==> config.mk <==
export PLATFORM = sky130hd
export DESIGN_NAME = cacheline_adaptor
export DESIGN_NICKNAME = d
export VERILOG_FILES = /design/src/rtl/cache_types_pkg.sv /design/src/rtl/cacheline_adaptor.sv
export SDC_FILE = /design/constraint.sdc
export NUM_CORES = 1
export LEC_CHECK = 0
export BUFFER_PORTS_ARGS = -buffer_cell sky130_fd_sc_hd__buf_4
export CORE_AREA = 10 10 272 274
export DETAILED_ROUTE_END_ITERATION = 8
export DIE_AREA = 0 0 282 284
export SLEW_MARGIN = 20
export SYNTH_ARGS = -nofsm -noshare
export SYNTH_HDL_FRONTEND = slang
export SYNTH_SLANG_ARGS = --single-unit
==> constraint.sdc <==
create_clock -name clk -period 6.5 [get_ports clk]
set_clock_uncertainty 0.15 [all_clocks]
set_input_delay 0.975 -clock clk [delete_from_list [all_inputs] [get_ports clk]]
set_output_delay 0.975 -clock clk [all_outputs]
set_load 0.01 [all_outputs]
==> src/rtl/cache_types_pkg.sv <==
// rtl/cache_types_pkg.sv - shared cacheline geometry, line type and adaptor state encoding
package cache_types_pkg;

  // Default cacheline geometry: four 64-bit memory beats make one 256-bit line.
  localparam int LINE_W  = 256;
  localparam int BURST_W = 64;
  localparam int BEATS   = LINE_W / BURST_W;

  // Byte-offset bits of a line address; these are zeroed on the memory side.
  localparam int LINE_OFFSET_W = $clog2(LINE_W / 8);

  typedef logic [LINE_W-1:0] rv_line_t;

  typedef enum logic [1:0] {
    ST_IDLE     = 2'd0,
    ST_RD_BURST = 2'd1,
    ST_WR_BURST = 2'd2,
    ST_DONE     = 2'd3
  } adaptor_state_t;

endpackage

==> src/rtl/cacheline_adaptor.sv <==
// rtl/cacheline_adaptor.sv - converts whole-line fill/writeback requests into 4-beat memory bursts
module cacheline_adaptor #(
  parameter int LINE_W  = cache_types_pkg::LINE_W,
  parameter int BURST_W = cache_types_pkg::BURST_W
) (
  input  logic               clk,
  input  logic               rst,
  input  logic [LINE_W-1:0]  line_i,
  output logic [LINE_W-1:0]  line_o,
  input  logic [31:0]        address_i,
  input  logic               read_i,
  input  logic               write_i,
  output logic               resp_o,
  input  logic [BURST_W-1:0] burst_i,
  output logic [BURST_W-1:0] burst_o,
  output logic [31:0]        address_o,
  output logic               read_o,
  output logic               write_o,
  input  logic               resp_i
);

  import cache_types_pkg::*;

  localparam int NBEATS = LINE_W / BURST_W;
  localparam int CNT_W  = $clog2(NBEATS);
  localparam int OFF_W  = $clog2(LINE_W / 8);
  localparam logic [CNT_W-1:0] LAST_BEAT = CNT_W'(NBEATS - 1);

  // Lines are held beat-addressable so the counter indexes a beat directly.
  typedef logic [NBEATS-1:0][BURST_W-1:0] beat_line_t;

  adaptor_state_t   state_q,   state_d;
  logic [CNT_W-1:0] beat_q,    beat_d;
  logic [31:0]      addr_q,    addr_d;
  beat_line_t       wline_q,   wline_d;
  beat_line_t       fill_q,    fill_d;
  logic             read_o_q,  read_o_d;
  logic             write_o_q, write_o_d;
  logic             resp_o_q,  resp_o_d;
  logic [BURST_W-1:0] burst_o_q, burst_o_d;

  // The low address bits only select bytes within the line and never reach memory.
  logic unused_addr_bits;
  assign unused_addr_bits = ^address_i[OFF_W-1:0];

  // Next-state, beat bookkeeping and next values of every registered output.
  always_comb begin
    state_d   = state_q;
    beat_d    = beat_q;
    addr_d    = addr_q;
    wline_d   = wline_q;
    fill_d    = fill_q;
    read_o_d  = 1'b0;
    write_o_d = 1'b0;
    resp_o_d  = 1'b0;

    case (state_q)
      ST_IDLE: begin
        // A writeback wins over a simultaneous fill so the victim leaves first.
        if (write_i) begin
          addr_d    = {address_i[31:OFF_W], {OFF_W{1'b0}}};
          wline_d   = line_i;
          beat_d    = '0;
          state_d   = ST_WR_BURST;
          write_o_d = 1'b1;
        end else if (read_i) begin
          addr_d   = {address_i[31:OFF_W], {OFF_W{1'b0}}};
          beat_d   = '0;
          state_d  = ST_RD_BURST;
          read_o_d = 1'b1;
        end
      end

      ST_RD_BURST: begin
        read_o_d = 1'b1;
        if (resp_i) begin
          fill_d[beat_q] = burst_i;
          if (beat_q == LAST_BEAT) begin
            beat_d   = '0;
            state_d  = ST_DONE;
            read_o_d = 1'b0;
            resp_o_d = 1'b1;
          end else begin
            beat_d = beat_q + 1'b1;
          end
        end
      end

      ST_WR_BURST: begin
        write_o_d = 1'b1;
        if (resp_i) begin
          if (beat_q == LAST_BEAT) begin
            beat_d    = '0;
            state_d   = ST_DONE;
            write_o_d = 1'b0;
            resp_o_d  = 1'b1;
          end else begin
            beat_d = beat_q + 1'b1;
          end
        end
      end

      ST_DONE: begin
        // One-cycle completion; any still-high request is picked up fresh in IDLE.
        state_d = ST_IDLE;
      end

      default: begin
        state_d = ST_IDLE;
      end
    endcase

    // The write beat is registered from the next beat index so it lines up with write_o.
    burst_o_d = (state_d == ST_WR_BURST) ? wline_d[beat_d] : '0;
  end

  // All adaptor state and outputs; synchronous reset aborts any burst in flight.
  always_ff @(posedge clk) begin
    if (rst) begin
      state_q   <= ST_IDLE;
      beat_q    <= '0;
      addr_q    <= '0;
      wline_q   <= '0;
      fill_q    <= '0;
      read_o_q  <= 1'b0;
      write_o_q <= 1'b0;
      resp_o_q  <= 1'b0;
      burst_o_q <= '0;
    end else begin
      state_q   <= state_d;
      beat_q    <= beat_d;
      addr_q    <= addr_d;
      wline_q   <= wline_d;
      fill_q    <= fill_d;
      read_o_q  <= read_o_d;
      write_o_q <= write_o_d;
      resp_o_q  <= resp_o_d;
      burst_o_q <= burst_o_d;
    end
  end

  assign line_o    = fill_q;
  assign address_o = addr_q;
  assign read_o    = read_o_q;
  assign write_o   = write_o_q;
  assign resp_o    = resp_o_q;
  assign burst_o   = burst_o_q;

endmodule

==> results_dict.tcl <==
set metrics [dict create \
    period_share_pct 52.14 \
    core_area_um2 68350 \
    grt_max_degree 200 \
    p_leak_nw 12.63 \
    grt_pass1_wl_um 118100 \
    holdWs_ns 0.3015 \
    clockRootBuffer "clkbuf_16" \
    outcome "complete, no violations" \
    worst-path-buf-inv 2 \
    ir_drop_mv 0.2013 \
    htreeDepth 3 \
    routed_wl_um 81090 \
    combPwrFrac_pct 11.2 \
    dominantRegCellSynth "dfxtp_1" \
    cts_setup_buffers 0 \
    grt.total_usage_pct 19.26 \
    cts.sinks 610 \
    first_global_vias 18080 \
    vias_per_cell 4.707 \
    area.growth.synth_to_final_pct 35.78 \
    required_ns 6.84 \
    power_density_nw_per_um2 289.1 \
    insertion_delay_ns 0.60 \
    dp_hpwl_um 56930 \
    die_area_um2 80090 \
    wl_per_cell_um 20.53 \
    ant_nets 0 \
    cp-end-kind "flop" \
    cts_tree "built" \
    final_common_cell "buf_4" \
    final-max-slew-violation-count 0 \
    cp_top_family "simple AND/OR/NAND/NOR gates" \
    p_seq_share_pct 44.9 \
    rows 96 \
    yosysSeqAreaShare_pct 54.59 \
    post_cts_resized 0 \
    via_count 18590 \
    syn_area_um2 22370 \
    clock.fmax_ghz 0.2951 \
    die_x_um 282 \
    crit_fanout 121 \
    hold_buffers 0 \
    synthArstFlopShare_pct 0 \
    gp_congestion 0.8310 \
    switching_share_pct 24.34 \
    path_cells "inv_1, ha_1, and2_4, buf_12, mux2i_1, mux2_2, o22ai_1" \
    layout-drive-gt1-share_pct 31.35 \
    synth_enable_flop_cells 0 \
    synth.distinct_cells 35 \
    final-hold-violation-count 0 \
    p_int_w 0.006644 \
    ff_latch_area_um2 12210 \
    ios 712 \
    cts.path.max_buffers 3 \
    numPortBuffers 701 \
    dpl_cell_area_um2 28120 \
    drv.max_cap_violation_count 0 \
    p_sw_w 0.002137 \
    start_kind "flop" \
    floorplan.initialDensity_pct 32.73 \
    antenna_found_initial 11 \
    cts_buffers 69 \
    nFillCells 6747 \
    multi_input_area_um2 9328 \
    nets 3379 \
    period_minus_slack_ns 3.389 \
    rsz0062_at_grt "false" \
    ys_ff_latch 610 \
    yosysWarnings 0 \
    drc 0 \
    setup_viol 0 \
    min_path_type "reg2reg" \
    slew_headroom_pct 29.15 \
    slowest_delay_ns 0.79 \
    syn_area_per_cell_um2 9.320 \
    layout_common_cells "buf_4, dfxtp_1, nand2_1" \
    setup_tns_ns 0 \
    gr-total-overflow 0 \
    critPathKind "reg2reg" \
    die_h_um 284 \
    worst_ep_arrival_time_ns 3.73 \
    netlist_instances 2400 \
    drtIter0Drc 1048 \
    slowest_stage "and2_4" \
    p_clk_share_pct 43.9 \
    design_area_um2 30370 \
    worst_pin_slew_ns 1.063 \
    clk_pin_slew_worst_paths_ns 0.06 \
    drt_pre_antenna_iters 5 \
]
==> cell families after synthesis <==
| logic type | Yosys count | synth area share [%] |
|---|---|---|
| AO/OA/AOI/OAI | 364 | 8.603 |
| adder cells (fa/ha/maj) | 8 | 0.4475 |
| buffers and inverters | 185 | 3.983 |
| flip-flops | 610 | 54.59 |
| multiplexers | 384 | 17.90 |
| other | 1 | 0.01676 |
| AND/OR/NAND/NOR | 848 | 14.46 |
==> worst reg2reg max path: stages (launching register included) <==
cell and delay, ns:
dfxtp_1 0.36, inv_1 0.10, ha_1 0.27, and2_4 0.79, buf_12 0.62, mux2i_1 0.51
mux2_2 0.34, o22ai_1 0.14
==> stage by stage <==
stage | power, W | worst slack, ns | cells | util (%)
floorplan | 0.004625 | 4.050 | 2404 | -
global placement | 0.005007 | 2.821 | 3825 | 41.14
detailed placement | 0.005017 | 2.833 | 3825 | 41.14
CTS | 0.008903 | 3.162 | 3947 | 44.43
global route | 0.009136 | 2.917 | 3950 | 44.44
finish | 0.008782 | 3.111 | 3950 | 44.44
==> registers in the layout, indices dropped and copies added, names as in the netlist <==
register and count:
line_o 256, wline_q 256, burst_o 64, address_o 27, beat_q 2, state_q 2
read_o 1, resp_o 1, write_o 1
==> metal layers <==
layer  GRT usage, %  vias to the layer above  wire (um)
li1               -                     9208          -
met1          21.76                     8593      31040
met2          31.97                      635      39010
met3          7.694                      143       8378
met4          7.528                       14       2558
met5              0                        -         98
==> power by group through the flow <==
| stage | Sequential (W) | Combinational [W] | Clock, W |
|---|---|---|---|
| after floorplan | 0.00404 | 0.000588 | 0 |
| after global placement | 0.00402 | 0.000985 | 0 |
| after detailed placement | 0.00403 | 0.000991 | 0 |
| after CTS | 0.00395 | 0.000995 | 0.00396 |
| after global routing | 0.00396 | 0.00108 | 0.00410 |
| final | 0.00395 | 0.000983 | 0.00385 |
==> cells in the mapped netlist, types with 4 or more instances <==
master | number | area, um2
clkbuf_1 | 119 | 446.7
nand3_1 | 4 | 20.02
nor2b_1 | 4 | 25.02
dfxtp_1 | 610 | 12210
buf_4 | 19 | 142.6
buf_1 | 8 | 30.03
nor2_1 | 259 | 972.2
inv_1 | 4 | 15.01
a21oi_1 | 286 | 1431
mux2_2 | 124 | 1396
nand2_1 | 568 | 2132
buf_6 | 13 | 146.4
o22ai_1 | 64 | 400.4
ha_1 | 8 | 100.1
mux2i_1 | 256 | 2562
mux2_1 | 4 | 45.04
buf_2 | 22 | 110.1
and3_1 | 4 | 25.02
==> layout make-up <==
cell class,instances,share of cell area [%]
Antenna cell,3,0.02472
Inverter,4,0.04943
Tap cell,882,3.633
Clock inverter,21,0.8445
Timing Repair Buffer,720,17.99
Multi-Input combinational cell,1609,30.71
Sequential cell,610,40.21
Clock buffer,101,6.546
==> path summary, 6_finish.rpt <==
| check | from | end | slack (ns) | cells after the start |
|---|---|---|---|---|
| worst max-delay path | state_q[0] | burst_o[25] | 3.11 | 7 |
| worst max register to register | state_q[0] | burst_o[25] | 3.11 | 7 |
| worst min-delay path | line_o[3] | line_o[3] | 0.30 | 2 |
| worst min register to register | line_o[3] | line_o[3] | 0.30 | 2 |
Note: power is estimated with default switching activity, not from simulation.
